### src/rtl/pc_seq_pkg.sv
// pc_seq_pkg
// Shared types and constants for the program-counter sequencer slice.
//   rd_kind_t : encoding of the redirect kind driven by the execute stage
//   state_t   : sequencer FSM states
//   PC_STEP   : byte distance between consecutive instruction words
package pc_seq_pkg;

    typedef enum logic [1:0] {
        RD_NONE   = 2'b00,
        RD_BRANCH = 2'b01,
        RD_JUMP   = 2'b10,
        RD_JR     = 2'b11
    } rd_kind_t;

    typedef enum logic [1:0] {
        S_BOOT  = 2'd0,
        S_FETCH = 2'd1,
        S_HALT  = 2'd2
    } state_t;

    localparam int unsigned PC_STEP = 4;

endpackage

### src/rtl/pc_sequencer_offset_scaler.sv
// offset_scaler
// Converts a signed 16-bit word offset into a byte offset of ADDR_W bits:
// sign-extend, then multiply by 4 (two zero bits appended).
// Ports:
//   imm16   in  16      signed word offset
//   scaled  out ADDR_W  sign-extended byte offset
module offset_scaler #(
    parameter int ADDR_W = 32
) (
    input  logic [15:0]       imm16,
    output logic [ADDR_W-1:0] scaled
);

    // Word offset becomes a byte offset by appending two zero bits; the
    // sign bit fills everything above the 18 meaningful bits.
    assign scaled = {{(ADDR_W-18){imm16[15]}}, imm16, 2'b00};

endmodule

### src/rtl/pc_sequencer.sv
// pc_sequencer
// Owns the program counter and drives instruction fetch. One fetch is issued per
// req_valid/req_ready handshake; redirects from execute (branch, jump, jr) replace
// the PC and squash the request raised in the same cycle.
// Optional feature macro: MISALIGN_TRAP_EN
//   defined   : jr to a non-word-aligned address goes to TRAP_VECTOR and pulses trap
//   undefined : jr target has its low two bits cleared, trap is held at 0
// Ports:
//   clk, rst_n      clock, synchronous active-low reset
//   stall           suppress raising a new fetch request
//   halt            enter halt state (only reset leaves it)
//   rd_valid/kind   redirect strobe and kind (none/branch/jump/jr)
//   rd_pc           PC of the redirecting instruction
//   rd_imm16        signed branch word offset
//   rd_idx26        jump word index
//   rd_reg          jr byte target
//   req_valid/ready fetch handshake to instruction memory
//   pc              address of the current request
//   trap            one-cycle pulse after a misaligned jr (trap build only)
//   fetch_count     number of accepted requests, wraps at 2^32
module pc_sequencer
    import pc_seq_pkg::*;
#(
    parameter int              ADDR_W       = 32,
    parameter logic [ADDR_W-1:0] RESET_VECTOR = '0,
    parameter logic [ADDR_W-1:0] TRAP_VECTOR  = ADDR_W'(32'h0000_0080)
) (
    input  logic              clk,
    input  logic              rst_n,
    input  logic              stall,
    input  logic              halt,
    input  logic              rd_valid,
    input  logic [1:0]        rd_kind,
    input  logic [ADDR_W-1:0] rd_pc,
    input  logic [15:0]       rd_imm16,
    input  logic [25:0]       rd_idx26,
    input  logic [ADDR_W-1:0] rd_reg,
    output logic              req_valid,
    input  logic              req_ready,
    output logic [ADDR_W-1:0] pc,
    output logic              trap,
    output logic [31:0]       fetch_count
);

`ifdef MISALIGN_TRAP_EN
    localparam bit TRAP_EN = 1'b1;
`else
    localparam bit TRAP_EN = 1'b0;
`endif

    localparam logic [ADDR_W-1:0] STEP       = ADDR_W'(PC_STEP);
    localparam logic [ADDR_W-1:0] ALIGN_MASK = ~ADDR_W'(3);

    state_t            state;
    logic [ADDR_W-1:0] pc_q;
    logic [31:0]       count_q;
    logic              pending;
    logic              trap_q;

    rd_kind_t          kind;
    logic              redirect;
    logic              accept;
    logic [ADDR_W-1:0] rd_pc_plus4;
    logic [ADDR_W-1:0] branch_off;
    logic [ADDR_W-1:0] branch_tgt;
    logic [ADDR_W-1:0] jump_tgt;
    logic [ADDR_W-1:0] jr_tgt;
    logic              jr_misaligned;
    logic [ADDR_W-1:0] target;

    assign kind     = rd_kind_t'(rd_kind);
    assign redirect = rd_valid && (kind != RD_NONE);

    // A request is shown while fetching unless halt or a redirect squashes it.
    // "pending" remembers an already-raised request so a late stall cannot
    // withdraw it; otherwise a new request appears only when stall is low.
    assign req_valid = (state == S_FETCH) && !halt && !redirect && (pending || !stall);
    assign accept    = req_valid && req_ready;

    offset_scaler #(.ADDR_W(ADDR_W)) u_offset_scaler (
        .imm16  (rd_imm16),
        .scaled (branch_off)
    );

    assign rd_pc_plus4 = rd_pc + STEP;
    assign branch_tgt  = rd_pc_plus4 + branch_off;
    assign jump_tgt    = {rd_pc_plus4[ADDR_W-1:28], rd_idx26, 2'b00};

    // With the trap disabled a misaligned jr is simply forced onto a word
    // boundary; with it enabled the aligned case is unchanged by the mask.
    assign jr_misaligned = TRAP_EN && (rd_reg[1:0] != 2'b00);
    assign jr_tgt        = jr_misaligned ? TRAP_VECTOR : (rd_reg & ALIGN_MASK);

    // Selects the redirect destination for the current rd_kind.
    always_comb begin
        target = pc_q;
        case (kind)
            RD_BRANCH: target = branch_tgt;
            RD_JUMP:   target = jump_tgt;
            RD_JR:     target = jr_tgt;
            default:   target = pc_q;
        endcase
    end

    // Sequencer state. Within S_FETCH the order halt > redirect > accept sets
    // which event owns the cycle; trap is a one-cycle pulse and defaults low.
    always_ff @(posedge clk) begin
        if (!rst_n) begin
            state   <= S_BOOT;
            pc_q    <= RESET_VECTOR;
            count_q <= '0;
            pending <= 1'b0;
            trap_q  <= 1'b0;
        end else begin
            trap_q <= 1'b0;
            case (state)
                S_BOOT: begin
                    state   <= S_FETCH;
                    pending <= 1'b0;
                end
                S_FETCH: begin
                    if (halt) begin
                        state   <= S_HALT;
                        pending <= 1'b0;
                    end else if (redirect) begin
                        pc_q    <= target;
                        pending <= 1'b0;
                        trap_q  <= (kind == RD_JR) && jr_misaligned;
                    end else if (accept) begin
                        pc_q    <= pc_q + STEP;
                        count_q <= count_q + 32'd1;
                        pending <= 1'b0;
                    end else begin
                        pending <= req_valid;
                    end
                end
                S_HALT: begin
                    pending <= 1'b0;
                end
                default: begin
                    state   <= S_BOOT;
                    pending <= 1'b0;
                end
            endcase
        end
    end

    assign pc          = pc_q;
    assign fetch_count = count_q;
    assign trap        = TRAP_EN ? trap_q : 1'b0;

endmodule
### config.mk
export PLATFORM = sky130hd
export DESIGN_NAME = pc_sequencer
export DESIGN_NICKNAME = d
export VERILOG_FILES = /design/src/rtl/pc_seq_pkg.sv /design/src/rtl/pc_sequencer_offset_scaler.sv /design/src/rtl/pc_sequencer.sv
export SDC_FILE = /design/constraint.sdc
export NUM_CORES = 1
export LEC_CHECK = 0
export ABC_AREA = 1
export CORE_UTILIZATION = 30
export DETAILED_ROUTE_END_ITERATION = 7
export SYNTH_ARGS = -nofsm -noshare
export SYNTH_HDL_FRONTEND = slang
export SYNTH_HIERARCHICAL = 1
export SYNTH_SLANG_ARGS = --single-unit
### constraint.sdc
create_clock -name clk -period 4.52 [get_ports clk]
set_input_delay 0.904 -clock clk [delete_from_list [all_inputs] [get_ports clk]]
set_output_delay 0.904 -clock clk [all_outputs]
set_load 0.01 [all_outputs]
After elaboration in Yosys (flattened, before gate mapping). Index checks and enable logic that the tools add are counted. Widths: inputs -> output; s select.

Output and inout bits: 66. Bits in read-only memories: 0. Logic and storage cells: 41. Bits of input ports: 114. Register bits: 67. Latch bits: 0. Memory bits (writable): 0. Memories kept: 0.

Divide/modulo/power cells: 0. $lt $le $gt $ge: 0. Multiplexer cells: 5. Shift-type cells: 0. Add/subtract/negate cells: 4. Reductions and logical operators: 16. Equal/unequal tests: 7. Bitwise logic cells: 5. Multipliers: 0.

Operators with widths (count): $pmux 32 s3 (1); $add 32x3->32 const B (2); $mux 32 (2); $add 32x1->32 const B (1); $add 32x32->32 (1); $reduce_and 4->1 (2); $eq 2x2->1 const B (3); $pmux 2 s3 (1); $logic_and 1x1->1 (5); $not 1->1 (5); $reduce_or 5->1 (1); $eq 2x1->1 const B (2); $ne 4x1->1 const B (1); $reduce_bool 2->1 (2); $logic_not 1->1 (3); $logic_not 2->1 (1); $mux 2 (1); $ne 2x2->1 const B (1); $reduce_and 2->1 (1); $logic_or 1x1->1 (1).

Depth between registers and ports, before layout. Gate-level depths: netlist (run 1).

Word-level depth: 8. Depth in mapped cells: 27. Mapped depth without buffers: 27.

Hierarchy. The synthesis (run 1) kept the hierarchy.

By module, submodules not included: pc_sequencer (seq. area each 1341.3 µm², instances 1, area each 7644.8 µm², cells each 1364); offset_scaler (seq. area each 0.0 µm², instances 1, area each 244.0 µm², cells each 33).

Worst setup path after synthesis (run 1). No wires, ideal clock.

Path type: input to register. From: in rd_pc[2]. To: reg pc_q[31] (netlist: pc[31]). Data arrival time: 3401 ps. Setup time: 70 ps. Buffers on the path: 0. Required time: 4450 ps. Stages: 25. Slack: 1048 ps. Cells stage by stage: ha_1 nand2_1 nor2_1 inv_1 nor3_1 nand4_1 nor2_1 nand2_1 xor2_1 inv_1 ha_1 nand2_1 nor2_1 nand2_1 inv_1 nand2_1 nand2_1 inv_1 nand2_1 nand2_1 nand2_1 nand2_1 nand2_1 nand2_1 a21oi_1.

Cells in the longest elaborated chain, start to end: 4.

Ends and longest elaborated chain: from (decl) (line pc_sequencer.sv:34) `input logic [ADDR_W-1:0] rd_pc,`; $add 32x3->32 (*) (line pc_sequencer.sv:85) `assign rd_pc_plus4 = rd_pc + STEP;`; $add 32x32->32 (line pc_sequencer.sv:86) `assign branch_tgt = rd_pc_plus4 + branch_off;`; $pmux 32 s3 (*) (line pc_sequencer.sv:97) `case (kind)`; $mux 32 (*) (line pc_sequencer.sv:125) `end else if (redirect) begin`; to (signal assigned) (line pc_sequencer.sv:126) `pc_q <= target;`; to (signal assigned) (line pc_sequencer.sv:130) `pc_q <= pc_q + STEP;`; to (decl) (line pc_sequencer.sv:55) `logic [ADDR_W-1:0] pc_q;`.

Mark *: on every way between the ends. The rest lies on a longest branch, timed or not. A chain may end at the register's enable or synchronous reset.

Worst setup path in the final report (run 1).
From: in rd_pc[3]. To: reg pc_q[28] (netlist: pc[28]).

The elaborated chain is that of the path after synthesis.

==> results of run 1 <==
area by class of cell:
cell class / count / area, sq um / area share, %
well taps: 330 / 412.9 / 4.047
flip-flops and latches: 67 / 1341 / 13.15
multi-input cells: 1059 / 5406 / 52.99
clock inverters: 7 / 60.06 / 0.5887
inverters: 211 / 792.0 / 7.763
clock buffers: 9 / 225.2 / 2.208
repair buffers: 203 / 1964 / 19.25
logic make-up (layout without fill, tap and decap cells):
logic type | count (synthesis) | after routing | synth area share, %
AO/OA/AOI/OAI | 202 | 202 | 13.99
XOR/XNOR | 52 | 52 | 5.773
adder cells (fa/ha/maj) | 44 | 44 | 7.074
buffers and inverters | 272 | 430 | 14.58
flip-flops | 67 | 67 | 17.00
other | 2 | 3 | 0.09520
AND/OR/NAND/NOR | 758 | 758 | 41.49
metal layers:
| metal | GRT usage [%] | up-vias | part of all wire (%) | wire length, um |
|---|---|---|---|---|
| met4 | 3.325 | 0 | 1.1 | 317 |
| li1 | - | 4723 | - | - |
| met1 | 29.97 | 4019 | 48 | 13490 |
| met2 | 33.62 | 287 | 43 | 12110 |
| met3 | 3.763 | 19 | 7.5 | 2090 |
| met5 | 0 | - | 0 | 0 |
cell usage in the layout, fill, tap and decap left out, types with 7 or more instances in the layout:
cell / count
dfxtp_1: 67
a21oi_1: 109
nor2_1: 111
nand3_1: 91
clkdlybuf4s50_1: 176
nand3b_1: 7
inv_1: 207
nand4_1: 18
o21ai_0: 58
nor3_1: 29
nand2_1: 450
buf_4: 27
clkbuf_16: 9
ha_1: 43
xnor2_1: 16
xor2_1: 36
nor2_2: 10
how the worst max path moves through the flow:
| stage | startpoint | end | slack [ns] | cells after the start |
|---|---|---|---|---|
| after global placement | rd_pc[2] | pc[31] | 0.07 | 26 |
| after CTS | rd_pc[2] | pc[31] | 0.36 | 26 |
| after global routing | rd_pc[3] | pc[31] | 0.04 | 26 |
| after floorplan | rd_pc[2] | pc[31] | 1.05 | 25 |
| final | rd_pc[3] | pc[28] | 0.42 | 24 |
| after detailed placement | rd_pc[2] | pc[31] | 0.03 | 26 |
power breakdown:
| part | internal, mW | switching, mW |
|---|---|---|
| clock | 0.380 | 0.301 |
| combinational | 0.290 | 0.404 |
| sequential | 0.607 | 0.0253 |
| total | 1.28 | 0.729 |
sequential cells by signal (all words and copies together) (netlist names):
name and cells:
pending 1, pc 32, state 2, fetch_count 32
repair_timing:
item,in CTS,in global routing
hold buffers,0,0
resized for setup,0,1
endpoints found under the setup margin,0,5
hold endpoints to repair,0,0
metrics by stage:
step	setup WS (ns)	instances	power, mW	util, %	hold slack [ns]
floorplan	1.048	1398	1.051	-	0.4435
global placement	0.06797	1870	1.330	38.91	0.4523
detailed placement	0.03395	1870	1.333	38.91	0.4604
CTS	0.3554	1886	2.021	40.03	0.4770
global route	0.04282	1886	2.138	40.05	0.4885
finish	0.4200	1886	2.006	40.05	0.4727
worst max-delay path: stages:
cell             delay (ns)
clkdlybuf4s50_1        0.49
buf_4                  0.13
nand2_1                0.05
nor2_1                 0.14
nand2_1                0.10
nor2_2                 0.17
nand4_1                0.19
nor2_2                 0.15
nand2_1                0.11
nor2_1                 0.13
xor2_1                 0.15
inv_1                  0.08
ha_1                   0.33
a21oi_1                0.25
nor2_1                 0.06
nor2_1                 0.16
nand2_1                0.08
a21oi_1                0.15
nand2_1                0.08
nand2_1                0.06
nand3_1                0.06
nand2_1                0.10
nand3_1                0.07
a21oi_1                0.13
==> qor.csv, run 1 <==
stage,metric,value,unit
drt,vias,9048,
cts,clock_sinks,67,
run,maxCapViolations,0,
worst_setup_path,end_kind,flip-flop,
sta,relSlewSlack,47.82,%
logic_synthesis,async_reset_ff_share,0,%
logic_synthesis,syn_area,7889,sq um
logic_synthesis,ys_seq_elements,67,
min_path,holdCritStartpoint,pc[0],
worst_setup_path,startpoint_type,input pin,
sta,post-route-period-util,90.71,%
worst_setup_path,reg2reg_slack,2.27,ns
cts,htreeDepth,3,
worst_setup_path,cp_max_fo,3,
final_layout,fin_nets,1709,
drt,avgRoutedWirePerCell,14.85,um
logic_synthesis,synth_area_leader_cell,nand2_1,
drt,drtIter0Drc,727,
place,io_buffers,176,
floorplan,start_util,30.97,%
min_path,worst_hold_path_type,reg2reg,
floorplan,rows,58,
sta,finalSetupViolCount,0,
final_layout,drive_gt1_share,5.013,%
worst_setup_path,reg2regPathDepth,11,
final_layout,antenna_cells,0,
floorplan,fp.dieW,164.2,um
min_path,holdPathEnd,pc[0],
cts,cts_tree,yes,
cts,cts_made_buffers,9,
logic_synthesis,syn_area_per_cell,5.647,sq um
grt,globalRouteTotalUtil,21.16,%
sta,worst_slew_pin_slew,0.7802,ns
sta,drv_slew,0,
drt,dr.pass1.iters,8,
min_path,hold_depth,2,
logic_synthesis,yosys-top-cells-area,"nand2_1 (21%), dfxtp_1 (17%), inv_1 (9.8%)",
power,p_per_area,196.6,nW/um^2
sta,hold_viol,0,
place,placed_area,9912,sq um
final_layout,synthToLayoutAreaGrowth,29.33,%
grt,grt_max_degree,41,
drt,wirelength,28000,um
logic_synthesis,synth_cells,1397,
cts,cts-root-buf,clkbuf_16,
logic_synthesis,synth.yosys.warnings,6,
sta,fin_skew,0.01027,ns
grt,grt_first_pass_wirelength,44680,um
place,dpl.hpwl,22860,um
logic_synthesis,yosysMostFrequentCell,nand2_1,
grt,antenna_found_initial,0,
floorplan,die_h,164.2,um
drt,postRouteAntennaNets,0,
final_layout,fillers,2746,
logic_synthesis,synth_edf_count,0,
floorplan,die-area,26950,sq um
sta,fmax,243.9,MHz
worst_setup_path,crit_type,in2reg,
drt,drc,0,
worst_setup_path,cp.arrival,4.36,ns
logic_synthesis,yosysSeqAreaShare,17.00,%
logic_synthesis,ys_top_cells_by_count,"nand2_1 (450), inv_1 (207), nor2_1 (111)",
sta,rsz0062_at_grt,false,
cts,clk_latency,0.34,ns
worst_setup_path,cp.required,4.78,ns
logic_synthesis,yosysTopAreaCellShare,21.41,%
sta,post-route-min-period,4.100,ns
logic_synthesis,synth_cell_type_count,51,
drt,via_per_inst,4.797,
cts,clock_path_buffers,2,
floorplan,fp.coreArea,25470,sq um
cts,clkTransAtPathRegs,0.06,ns
grt,grt_pass1_vias,8368,
power,p_leak,4.562,nW
floorplan,pin_count,180,
sta,fin_tns_setup,0,ns
status,status,"finished, final reports clean",
final_layout,fin_area,10200,sq um
power,max-vdd-ir-drop,0.1403,mV
place,gp_congestion,0.9255,
logic_synthesis,synth_top_flop_cell,dfxtp_1,
grt,gr-total-overflow,0,
cts,cts_setup_buffers,0,
worst_setup_path,reg2reg_to,pc[8],
worst_setup_path,r2r_start,state[0],
(Power assumes the default switching activity.)
==> run 2, diff against run 1 <==
- SKIP_CTS_REPAIR_TIMING: not set -> 1
- TNS_END_PERCENT: not set -> 20
==> results of run 2 <==
The final DEF is identical to that of run 1; final timing and power are the same.
==> run 3, diff against run 2 <==
- clock period: 4.52 -> 4.5 ns (I/O delays scaled with it)
==> qor.csv, run 3 (same netlist as run 1, synthesis figures left out) <==
stage,metric,value,unit
run,maxCapViolations,0,
worst_setup_path,slowest_delay,0.49,ns
sta,fmax,247.6,MHz
cts,cts-root-buf,clkbuf_16,
worst_setup_path,end_kind,flip-flop,
worst_setup_path,startpoint_type,input pin,
cts,cts_made_buffers,9,
worst_setup_path,cp.arrival,4.30,ns
floorplan,die-area,26950,sq um
cts,clkTransAtPathRegs,0.06,ns
sta,post-route-min-period,4.039,ns
cts,clock_path_buffers,2,
drt,dr.pass1.iters,5,
place,place_ws,0.05535,ns
place,gp_congestion,0.9711,
power,p_leak,4.559,nW
place,io_buffers,176,
grt,gr-total-overflow,0,
final_layout,fillers,2797,
worst_setup_path,cp_max_fo,3,
final_layout,synthToLayoutAreaGrowth,29.33,%
power,p_per_area,197.7,nW/um^2
drt,avgRoutedWirePerCell,14.86,um
worst_setup_path,reg2reg_slack,2.25,ns
sta,fin_ws,0.4609,ns
sta,fin_skew,0.007953,ns
final_layout,antenna_cells,0,
cts,clock_sinks,67,
sta,worst_slew_pin_slew,0.8343,ns
worst_setup_path,crit_chain,clkdlybuf4s50_1 > buf_4 > nand2_1 > nor2_1 > nand2_1 > nor2_2 > nand4_1 > nor2_2 > nand2_1 > nor2_1 > xor2_1 > inv_1 > ha_1 > a21oi_1 > nor2_1 > nor2_1 > nand2_1 > a21oi_1 > nand2_1 > nand2_1 > nand3_1 > nand2_1 > nand3_1 > a21oi_1,
grt,globalRouteTotalUtil,21.35,%
floorplan,fp.dieW,164.2,um
final_layout,mostFrequentLayoutCell,nand2_1,
sta,finalSetupViolCount,0,
drt,drc,0,
worst_setup_path,crit_path_frequent_cell,nand2_1,
sta,rsz0062_at_grt,false,
place,dpl.hpwl,22890,um
floorplan,rows,58,
floorplan,start_util,30.97,%
final_layout,fin_nets,1709,
floorplan,pin_count,180,
grt,grt_pass1_vias,8492,
drt,postRouteAntennaNets,0,
drt,drtIter0Drc,724,
floorplan,fp.coreArea,25470,sq um
final_layout,layout_common_cells,"nand2_1 (450), inv_1 (207), clkdlybuf4s50_1 (176), nor2_1 (111), a21oi_1 (109)",
worst_setup_path,cp.required,4.76,ns
cts,htreeDepth,3,
grt,antenna_found_initial,0,
sta,post-route-period-util,89.76,%
power,max-vdd-ir-drop,0.1486,mV
drt,via_per_inst,4.809,
drt,wirelength,28020,um
grt,grt_first_pass_wirelength,45210,um
sta,hold_viol,0,
sta,drv_slew,0,
status,status,"finished, final reports clean",
sta,relSlewSlack,44.21,%
cts,clk_latency,0.34,ns
drt,vias,9069,
final_layout,final_util,40.05,%
min_path,worst_hold_path_type,reg2reg,
worst_setup_path,slowest_stage,clkdlybuf4s50_1,
floorplan,die_h,164.2,um
worst_setup_path,crit_type,in2reg,
grt,grt_max_degree,41,
final_layout,drive_gt1_share,5.013,%
cts,cts_tree,yes,
sta,fin_tns_setup,0,ns
-- run 3: final cells by class --
| class | count | area [sq um] | share of cell area, % |
|---|---|---|---|
| Multi-Input combinational cell | 1059 | 5406 | 52.99 |
| Timing Repair Buffer | 203 | 1964 | 19.25 |
| Sequential cell | 67 | 1341 | 13.15 |
| Inverter | 211 | 792.0 | 7.763 |
| Tap cell | 330 | 412.9 | 4.047 |
| Clock buffer | 9 | 225.2 | 2.208 |
| Clock inverter | 7 | 60.06 | 0.5887 |
-- run 3: per-layer routing --
| layer | vias up | routed length [um] | GRT usage [%] |
|---|---|---|---|
| met5 | - | 0 | 0 |
| met4 | 0 | 286 | 3.325 |
| met3 | 18 | 1602 | 2.879 |
| met2 | 242 | 12310 | 34.41 |
| met1 | 4075 | 13820 | 30.39 |
| li1 | 4734 | - | - |
-- run 3: per-stage QoR --
step | area, sq um | power, mW | hold WS, ns | cells
floorplan | 7893 | 1.056 | 0.4435 | 1398
global placement | 9912 | 1.338 | 0.4513 | 1870
detailed placement | 9912 | 1.340 | 0.4610 | 1870
CTS | 10200 | 2.037 | 0.4723 | 1886
global route | 10200 | 2.153 | 0.5014 | 1886
finish | 10200 | 2.017 | 0.4752 | 1886
-- run 3: worst max-delay path, delay by kind of cell --
kind                       cells  cell delay [ns]
adders and majority gates      1             0.29
xor gates and xnor gates       1             0.16
and+or+nand+nor               16             1.70
buffers and inverters          3             0.69
AOI/OAI and AO/OA              3             0.56
-- run 3: worst paths after layout --
check        startpoint       end  cells past startpoint
min reg2reg    state[0]  state[1]                      1
min            state[0]  state[1]                      1
max            rd_pc[3]    pc[28]                     24
max reg2reg    state[1]     pc[8]                     10
-- run 3: report_power, final --
group,internal [mW],switching [mW]
logic,0.293,0.403
registers,0.609,0.0259
clock network,0.382,0.305
total,1.28,0.733
